===== src/rtl/portal_arbiter.sv =====
// portal_arbiter: round-robin arbiter feeding a one-entry output buffer.
// Ports:
//   CLK, nRST                           clock, async active-low reset
//   req_enq__ENA/_v/__RDY               per-requester send handshake
//   pipe_enq__ENA/_v/__RDY              downstream pipe handshake
//   last_grant                          index of last accepted requester
//   msg_count                           messages delivered since reset
module portal_arbiter #(
  parameter int NUM_REQ    = 4,
  parameter int DATA_WIDTH = 96
) (
  input  logic                          CLK,
  input  logic                          nRST,
  input  logic [NUM_REQ-1:0]            req_enq__ENA,
  input  logic [NUM_REQ*DATA_WIDTH-1:0] req_enq_v,
  output logic [NUM_REQ-1:0]            req_enq__RDY,
  output logic                          pipe_enq__ENA,
  output logic [DATA_WIDTH-1:0]         pipe_enq_v,
  input  logic                          pipe_enq__RDY,
  output logic [2:0]                    last_grant,
  output logic [15:0]                   msg_count
);

  logic                  buf_full;
  logic [DATA_WIDTH-1:0] buf_data;
  logic [2:0]            ptr;
  logic                  can_accept;
  logic                  hit;
  logic                  accept;
  logic [2:0]            gidx;
  logic [2:0]            ptr_nxt;
  logic [DATA_WIDTH-1:0] sel_data;

  // Grants stay low while reset is held even if the buffer is empty.
  assign can_accept = nRST & (~buf_full | pipe_enq__RDY);

  // Rotating priority as two passes: first from ptr upward,
  // then wrap around from index 0.
  always_comb begin
    hit  = 1'b0;
    gidx = '0;
    for (int i = 0; i < NUM_REQ; i++) begin
      if (!hit && req_enq__ENA[i] && i >= int'(ptr)) begin
        hit  = 1'b1;
        gidx = 3'(i);
      end
    end
    for (int i = 0; i < NUM_REQ; i++) begin
      if (!hit && req_enq__ENA[i]) begin
        hit  = 1'b1;
        gidx = 3'(i);
      end
    end
  end

  assign accept = hit & can_accept;

  always_comb begin
    req_enq__RDY = '0;
    sel_data     = '0;
    for (int i = 0; i < NUM_REQ; i++) begin
      if (accept && gidx == 3'(i)) begin
        req_enq__RDY[i] = 1'b1;
        sel_data = req_enq_v[i*DATA_WIDTH +: DATA_WIDTH];
      end
    end
  end

  assign ptr_nxt = (gidx == 3'(NUM_REQ-1)) ? 3'd0
                                           : gidx + 3'd1;

  assign pipe_enq__ENA = buf_full & pipe_enq__RDY;
  assign pipe_enq_v    = buf_data;

  always_ff @(posedge CLK or negedge nRST) begin
    if (!nRST) begin
      buf_full   <= 1'b0;
      buf_data   <= '0;
      ptr        <= '0;
      last_grant <= '0;
      msg_count  <= '0;
    end else begin
      // A fresh acceptance refills the slot being drained.
      if (accept) begin
        buf_full   <= 1'b1;
        buf_data   <= sel_data;
        last_grant <= gidx;
        ptr        <= ptr_nxt;
      end else if (pipe_enq__ENA) begin
        buf_full <= 1'b0;
      end
      if (pipe_enq__ENA) begin
        msg_count <= msg_count + 16'd1;
      end
    end
  end

endmodule


===== config.mk =====
export PLATFORM = sky130hd
export DESIGN_NAME = portal_arbiter
export DESIGN_NICKNAME = d
export VERILOG_FILES = /design/src/rtl/portal_arbiter.sv
export SDC_FILE = /design/constraint.sdc
export NUM_CORES = 1
export LEC_CHECK = 0
export BUFFER_PORTS_ARGS = -buffer_cell sky130_fd_sc_hd__buf_2
export CAP_MARGIN = 30
export CORE_AREA = 4 4 198 200
export DETAILED_ROUTE_END_ITERATION = 10
export DIE_AREA = 0 0 202 204
export GPL_ROUTABILITY_DRIVEN = 0
export GPL_TIMING_DRIVEN = 1
export PLACE_DENSITY_LB_ADDON = 0.2
export SLEW_MARGIN = 20
export SYNTH_ARGS = -nofsm -noshare
export SYNTH_HDL_FRONTEND = slang
export SYNTH_SLANG_ARGS = --single-unit
export TNS_END_PERCENT = 100

===== constraint.sdc =====
create_clock -name CLK -period 11.1 [get_ports CLK]
set_input_delay 3.33 -clock CLK [delete_from_list [all_inputs] [get_ports CLK]]
set_output_delay 3.33 -clock CLK [all_outputs]
set_load 0.03 [all_outputs]

==> results.md, run 1 <==
- The run finished with clean final reports.
- The kind of start point of the critical path is an input pin.
- The average via count per standard cell is roughly 4.5.
- The tree built by TritonCTS fans out to around 120 sinks.
- The fraction of synthesis flops using an asynchronous set or reset pin is 100%.
- Counting every instance in the synthesized netlist gives 673.
- Before antenna repair, the detailed router went through 5 iterations.
- In the synthesized netlist the dominant register cell turns out to be sky130_fd_sc_hd__dfrtp_1.
- The number of top-level pins is roughly 500.
- The number of antenna cells inserted is 0.
- STA puts the critical path data required time at ~7800 ps.
- The total area inside the core boundary comes to around 0.037 mm².
- Once the floorplan was initialized, standard cells occupied 17.5% of the core.
- The portion of synthesized area spent on multiplexers is less than 1%.
- The net total in the final layout is approximately 1,500.
- Setup violations remaining at the end of the flow were counted as 0.
- The maximum frequency from static timing analysis is about 110 MHz.
- The simple-gate share of the synthesized area is under 10%.
- The end-of-flow core utilization is between 20% and 30%.
- The worst setup path endpoint is req_enq__RDY[3].
- Max-cap violations in this run came to 0.
- The H-tree level count is 4.
- The wire length of the first global-routing pass is between 40,000 and 50,000 µm.
- The synthesis warning total is 0.
- The most frequent cell after synthesis is sky130_fd_sc_hd__dfrtp_1.
- After synthesis, the largest family of logic cells by area is compound AO/OA/AOI/OAI gates.
- Counting instances in the post-synthesis netlist gives the leading cell types as sky130_fd_sc_hd__dfrtp_1, sky130_fd_sc_hd__nand2_1, sky130_fd_sc_hd__o22ai_1, sky130_fd_sc_hd__o31ai_1, sky130_fd_sc_hd__a221oi_1.
- The total chip power is about 2.8 mW.
- After clock tree synthesis, the flow added hold-fix buffers numbering 0.
- During placement, the flow inserted port buffers numbering approximately 500.
- Subtracting the final worst setup slack from the clock period gives ~9100 ps.
- The number of gates given a new drive strength after cts is 0.
- The pin slew with the least headroom to its limit is roughly 770 ps.
- The worst reg-to-reg path cell count is 10.
- The design area is around 0.01 mm².
- The die footprint is slightly above 0.04 mm².
- After floorplanning, the core was divided into 71 placement rows.
- The first routing iteration left roughly 380 violations.
- The synthesis-to-layout area growth is 53.3%.
- The placed wire-length estimate after detailed placement is ~24,000 µm.
- The total power per unit cell area is 282 mW/mm².
- Summed over all failing endpoints, the final setup total negative slack is 0 ps.
- Sorting the synthesized cells by area gives the leading types as sky130_fd_sc_hd__dfrtp_1, sky130_fd_sc_hd__a221oi_1, sky130_fd_sc_hd__o31ai_1.
- After detailed routing, the average wire length per cell comes to between 15 and 20 µm.
- Global routing used 14.6% of the available tracks.
- In this run the vertical extent of the chip is slightly above 200 µm.
- The critical path in this run is classified as input pin to output pin.
- The critical path contains buffers and inverters numbering 4 combined.
- The startpoint of the most critical setup path is req_enq__ENA[0].
- The total cell area at the placement stage is about 0.0094 mm².
- Cells with a size suffix above 1 make up ~49% of the layout.
- The critical path depth in cells is 9.
- The finished layout holds 1,660 standard cells, fillers aside.
- The largest stage delay on the critical path is between 600 and 700 ps.
- OpenSTA, run right after detailed placement, puts the worst setup slack at approximately 2000 ps.
- The overall overflow remaining after global route is 0.
- The worst slew slack as a fraction of its limit is 48.7%.
- The highest net fanout along the worst path is between 40 and 50.
- The clock arrives with just under 5 ps of skew.
- Setup repair after global routing left no endpoint under its margin.
- The signal on the critical path passes through buf_2 > mux2i_1 > nor2_1 > nor3_1 > ha_1 > clkinv_2 > buf_4 > nor2_1 > buf_2.
- The largest voltage drop on the vdd net is around 150 µV.
- The tree is rooted in a sky130_fd_sc_hd__clkbuf_16.
- The initial antenna violation count came to 1.
- The number of endpoints with negative hold slack in the final report was 0.
- The number of cells on the worst hold path is 2.
- In this run, CTS created clock tree buffers numbering 17.
- Dividing the final minimum period by the clock period gives around four fifths.
- The synthesized netlist devotes a little over a third of its cell area to compound gates.
- In this run the critical register-to-register path is launched from ptr[1].
- The final critical-path setup slack is about 2000 ps.
- The XOR/XNOR share of the synthesized area is under 10%.
- For this block, the routed nets add up to 31,600 µm of wire.
- The cell area after technology mapping is around 0.0065 mm².
- Among cell families on the critical path, the largest total delay comes from simple AND/OR/NAND/NOR gates.
- The count of state elements after synthesis is about 120.
- Buffers added to address setup during post-CTS repair amount to 0.
- The number of vias after detailed routing is 7,539.
- Final hold analysis gives a worst-case slack of roughly 470 ps.
- The detail route stage leaves a number of antenna-violating nets equal to 0.
- The synthesized-area fraction occupied by adder cells is less than 1%.
- The die boundary width is approximately 200 µm.
- TritonCTS built the clock tree.
- The largest individual stage delay along the critical path comes from the cell sky130_fd_sc_hd__ha_1.
- The share of the yosys chip area belonging to registers is between 40 and 50%.
- The leakage power total is just under 5 nW.
- Clock-pin slew was measured on the worst setup and hold paths at 50 ps.
- The post-synthesis average cell area is about 9.7 µm².
- The worst reg-to-reg setup slack is 7330 ps.
- The count of pins over their slew limit is 0.
- The maximum clock insertion buffer count is 2.
- Entering global routing, the biggest net connects 84 pins.
- At the later pin of the worst-skew pair, clock insertion delay measures 430 ps.
- The end of the worst register-to-register path is pipe_enq_v[46].
- The share of Yosys cell area claimed by the top area cell type is 44.7%.
- For the worst setup path, the data arrival time is approximately 5800 ps.
- Counting tap cells, the placed design contains a total of 1,627 instances.
- The endpoint class of the critical path is an output pin.
- Of all cell types, the one taking the most synthesized area is sky130_fd_sc_hd__dfrtp_1.
- After detailed routing, the number of remaining DRC violations is 0.
- The count of flip-flops with a built-in enable after synthesis is 0.
- The number of global-route vias before repair is between 7,000 and 8,000.
- The type of the worst min-delay path is register to register.
- The number of distinct library cells after synthesis is 34.
- The number of nets in the synthesized netlist is 1,069.
==> logic make-up after synthesis <==
| kind of cell | after synthesis |
|---|---|
| simple gates | 136 |
| flops | 117 |
| other cells | 1 |
| compound gates | 310 |
| fa+ha+maj | 5 |
| xor+xnor | 15 |
| mux | 3 |
| buf+inv | 86 |
==> area by class of cell <==
| class | count | area [µm²] |
|---|---|---|
| clock buffers | 20 | 457 |
| multi-input cells | 470 | 3150 |
| inverters | 7 | 27.5 |
| well taps | 511 | 639 |
| clock inverters | 12 | 129 |
| repair buffers | 523 | 2700 |
| flip-flops and latches | 117 | 2930 |
| fillers | 4164 | 27400 |
==> report_power, final <==
part | total, mW | switching [mW] | internal (mW)
Clock | 0.555 | 0.214 | 0.341
Combinational | 1.55 | 1.04 | 0.503
Sequential | 0.725 | 0.110 | 0.616
==> per-layer routing <==
layer,GRT usage (%),vias up,routed length (µm)
met5,0,-,7
met2,24.6,327,15500
li1,-,3607,-
met1,17.9,3567,13100
met3,4.28,36,2300
met4,4.88,2,668
==> worst register-to-register path, stage by stage (launching register included) <==
cell and delay, ps:
sky130_fd_sc_hd__dfrtp_1 440, sky130_fd_sc_hd__mux2i_1 210, sky130_fd_sc_hd__nor2_1 50, sky130_fd_sc_hd__nor3_1 600, sky130_fd_sc_hd__inv_1 150, sky130_fd_sc_hd__ha_1 420, sky130_fd_sc_hd__inv_1 450, sky130_fd_sc_hd__nand2_4 370
sky130_fd_sc_hd__buf_16 310, sky130_fd_sc_hd__a221oi_1 520, sky130_fd_sc_hd__o31ai_1 110
==> cells in the final DEF (no fill, tap or decap), types with 3 or more instances in the layout <==
| cell type | n |
|---|---|
| sky130_fd_sc_hd__o21ai_1 | 9 |
| sky130_fd_sc_hd__dfrtp_1 | 117 |
| sky130_fd_sc_hd__inv_1 | 6 |
| sky130_fd_sc_hd__xor2_1 | 6 |
| sky130_fd_sc_hd__ha_1 | 4 |
| sky130_fd_sc_hd__o22ai_1 | 84 |
| sky130_fd_sc_hd__clkinv_2 | 5 |
| sky130_fd_sc_hd__buf_4 | 12 |
| sky130_fd_sc_hd__and3_1 | 3 |
| sky130_fd_sc_hd__nor3_1 | 3 |
| sky130_fd_sc_hd__a21oi_1 | 3 |
| sky130_fd_sc_hd__buf_2 | 508 |
| sky130_fd_sc_hd__clkinvlp_4 | 3 |
| sky130_fd_sc_hd__o31ai_1 | 84 |
| sky130_fd_sc_hd__o21ai_0 | 6 |
| sky130_fd_sc_hd__clkbuf_16 | 17 |
| sky130_fd_sc_hd__nor2_1 | 8 |
| sky130_fd_sc_hd__o21a_1 | 14 |
| sky130_fd_sc_hd__a22oi_1 | 13 |
| sky130_fd_sc_hd__nand4_1 | 4 |
| sky130_fd_sc_hd__a221o_1 | 13 |
| sky130_fd_sc_hd__nand3_1 | 3 |
| sky130_fd_sc_hd__a221oi_1 | 83 |
| sky130_fd_sc_hd__nand2_1 | 106 |
| sky130_fd_sc_hd__xnor2_1 | 9 |
==> worst min path at each step <==
| stage | startpoint | end | slack [ps] |
|---|---|---|---|
| 6_report | pipe_enq_v[80] | pipe_enq_v[80] | 470 |
| 3_5_place_dp | pipe_enq_v[58] | pipe_enq_v[58] | 460 |
| 2_1_floorplan | ptr[0] | ptr[0] | 470 |
| 5_1_grt | pipe_enq_v[95] | pipe_enq_v[95] | 490 |
| 4_1_cts | pipe_enq_v[58] | pipe_enq_v[58] | 470 |
| 3_3_place_gp | pipe_enq_v[41] | pipe_enq_v[41] | 460 |
==> flip-flops by register name, indices dropped and copies added (netlist names) <==
signal	count
pipe_enq_v	96
msg_count	16
last_grant	2
ptr	2
buf_full	1
Note: power is estimated with default switching activity, not from simulation.
==> run 2: changes to the inputs <==
==> constraint.sdc (replaced) <==
create_clock -name CLK -period 8.2 [get_ports CLK]
set_input_delay 2.46 -clock CLK [delete_from_list [all_inputs] [get_ports CLK]]
set_output_delay 2.46 -clock CLK [all_outputs]
set_load 0.03 [all_outputs]
==> run 2 against run 1 <==
- clock skew is 4.5 ps higher
- non-clock buffer count is 1 lower
- core utilization is 0.12 points lower
- clock-buffer cell count is 3 higher
- highest routed layer unchanged
- largest power group unchanged
- sequential share of layout area is 0.13 points higher
- final cell count is 0.24% higher
- setup slack worse by 1100 ps
- first-iteration DRC count is 12% lower
- power is 33% higher
- combinational power is 35% higher
==> results.md, run 2 (synthesis results as in run 1) <==
- The count of maximum capacitance violations was 0 (unchanged).
- In the layout the commonest cells are sky130_fd_sc_hd__buf_2, sky130_fd_sc_hd__dfrtp_1, sky130_fd_sc_hd__nand2_1.
- The number of vias after detailed routing came to 7,477 (-0.82%).
- The starting density of the core was 17.5% (unchanged).
- The highest net fanout along the worst path came to 15 (-67%).
- The maximum frequency from static timing analysis is between 100 and 150 MHz.
- The total of endpoints with negative setup slack in the final report is 0 (unchanged).
- The insertion delay to the later sink of the worst-skew pair is 430 ps (about the same).
- The placed wire-length estimate after detailed placement came to 24,000 µm (-1.0%).
- The worst reg-to-reg path cell count is 12 (+2).
- The number of routed nets with antenna violations is 0 (unchanged).
- Dividing the final minimum period by the clock period gives around nine tenths.
- The final standard cell count with taps included and fillers excluded is 1,664 (+0.24%).
- The total global routing track utilization was 14.7% (+0.096 points).
- The detailed-route wire length was 31,800 µm (+0.60%).
- The number of core rows is 71 (unchanged).
- The quantity of hold-fixing buffers added after cts was 0 (unchanged).
- The synthesis-to-layout area growth is 52.6%.
- The leakage power total was 4.92 nW (-0.46%).
- The number of endpoints with negative hold slack in the final report is 0 (unchanged).
- Setup repair after global routing left no endpoint under its margin.
- The worst hold-check slack came to 469 ps (+0.430 ps).
- The number of global-route vias before repair is 7,842 (-0.60%).
- The die boundary height is 204 µm (unchanged).
- The count of pins over their slew limit is 0 (unchanged).
- The path class of the tightest hold or removal check is register to register.
- The endpoint class of the critical path is an output pin.
- The fill cell instance count of the final layout is 4,148 (-0.38%).
- The endpoint arrival time on the critical path is 4850 ps (-910 ps).
- The area of the placeable core is 0.0374 mm² (unchanged).
- The worst register-to-register path ends at pipe_enq_v[46].
- The hold-critical path endpoint is pipe_enq_v[46].
- The initial antenna violation count is 4 (+3).
- TritonCTS built the clock tree.
- The die footprint was 0.0412 mm² (unchanged).
- The kind of start point of the critical path is an input pin.
- The pin slew with the least headroom to its limit is 830 ps (+59.8 ps).
- The average via count per standard cell is 4.49 (-1.1%).
- The kind of critical path is input pin to output pin.
- The library cell used most frequently in the layout, excluding fill and tap cells, is sky130_fd_sc_hd__buf_2.
- The post-CTS setup buffer count is 0 (unchanged).
- The worst slew slack as a fraction of its limit is 44.7% (-4.0 points).
- The total power per unit cell area is 376 mW/mm² (+34%).
- The maximum number of pins on one net before global-route repair is 84 (unchanged).
- The H-tree level count is 4 (unchanged).
- The number of design-rule violations left by the first detailed-router iteration is 339 (-12%).
- The net total in the final layout came to 1,531 (-0.065%).
- The flip-flop count of the largest register after layout came to 96 (unchanged).
- The count of buffers inserted at the top-level ports is 509 (unchanged).
- The wire length per cell came to 19.1 µm (+0.36%).
- The flow ran to the end, and the final reports show no timing, DRC or antenna violations.
- The clock-pin slew reported for the worst setup and hold paths after clock tree synthesis was 50 ps (about the same).
- The number of gates given a new drive strength after cts is 0 (unchanged).
- The required arrival time at the worst endpoint is 5740 ps (-2030 ps).
- The number of cells on the worst hold path came to 2 (unchanged).
- The CTS sink count came to 117 (unchanged).
- The maximum clock insertion buffer count is 2 (unchanged).
- The number of iterations in the first detailed-routing pass is 4 (-1).
- The worst clock skew is 9.42 ps (+4.48 ps).
- The number of top-level pins is 511 (unchanged).
- The share of layout cells above drive strength 1 came to 48.9% (-0.13 points).
- The number of buffers created by CTS came to 17 (unchanged).
- The worst register-to-register path begins at ptr[1].
- The die boundary width is 202 µm (unchanged).
- Subtracting the final worst setup slack from the clock period gives 7310 ps.
- The remaining design rule violation count is 0 (unchanged).
- The setup total negative slack is 0 ps (unchanged).
- The overall overflow remaining after global route is 0 (unchanged).
- The worst min-delay path startpoint is pipe_enq_v[46].
- The wire length of the first global-routing pass is 46,900 µm (+0.21%).
- The number of placed cells counting well taps is 1,626 (-0.061%).
- The worst reg-to-reg setup slack came to 3770 ps (-3560 ps).
- The largest voltage drop on the vdd net came to 146 µV (about the same).
- The root buffer cell is sky130_fd_sc_hd__clkbuf_16.
[run 2: cell count changes in the layout (fill, tap and decap cells not counted)]
cell	previous run	this run
sky130_fd_sc_hd__diode_2	0	5
sky130_fd_sc_hd__buf_12	2	0
sky130_fd_sc_hd__bufinv_16	2	0
sky130_fd_sc_hd__clkbuf_8	2	4
sky130_fd_sc_hd__clkinv_2	5	7
sky130_fd_sc_hd__clkinv_4	2	0
sky130_fd_sc_hd__buf_16	1	2
sky130_fd_sc_hd__clkbuf_1	1	2
sky130_fd_sc_hd__inv_6	1	0
[run 2: worst max-delay path by stage]
stage                                from         endpoint  slack [ps]  cells after the start
final                     req_enq__ENA[2]  req_enq__RDY[3]         890                      8
after global routing      req_enq__ENA[2]  req_enq__RDY[3]         690                      8
after CTS                 req_enq__ENA[2]  req_enq__RDY[3]         860                      8
after detailed placement  req_enq__ENA[2]  req_enq__RDY[3]         860                      8
after global placement    req_enq__ENA[2]  req_enq__RDY[3]         880                      8
after floorplan           req_enq__ENA[2]  req_enq__RDY[1]        1450                      9
[run 2: critical path, cell delays in order]
cell and delay [ps]:
sky130_fd_sc_hd__buf_2 130, sky130_fd_sc_hd__mux2i_1 130, sky130_fd_sc_hd__nor2_1 60, sky130_fd_sc_hd__nor3_1 570, sky130_fd_sc_hd__ha_1 720, sky130_fd_sc_hd__clkinv_2 130, sky130_fd_sc_hd__nor2_1 350, sky130_fd_sc_hd__buf_2 290
[run 2: cell type report]
class / instances / area, µm² / share of cell area (%)
repair buffers: 522 / 2690 / 26.9
flip-flops and latches: 117 / 2930 / 29.3
inverters: 7 / 27.5 / 0.276
multi-input cells: 470 / 3150 / 31.6
well taps: 511 / 639 / 6.40
clock inverters: 9 / 52.6 / 0.526
diodes: 5 / 12.5 / 0.125
clock buffers: 23 / 488 / 4.89
[run 2: layer usage]
| layer | routed length, µm | vias up | track usage, % |
|---|---|---|---|
| met2 | 15800 | 291 | 24.8 |
| met3 | 2020 | 27 | 4.17 |
| met1 | 13300 | 3561 | 18.1 |
| met4 | 616 | 2 | 4.93 |
| met5 | 11 | - | 0 |
| li1 | - | 3596 | - |
[run 2: where the power goes]
part           internal, mW  switching, mW
logic                 0.675           1.41
clock network         0.414          0.283
registers             0.834          0.145
[run 2: through the flow]
step | utilization (%) | setup slack [ps] | power, mW | instance area [µm²]
floorplan | - | 1450 | 2.38 | 6540
global placement | 25.1 | 883 | 3.09 | 9380
detailed placement | 25.2 | 862 | 3.09 | 9410
CTS | 26.6 | 862 | 3.82 | 9950
global route | 26.7 | 687 | 4.03 | 9980
finish | 26.7 | 893 | 3.76 | 9990
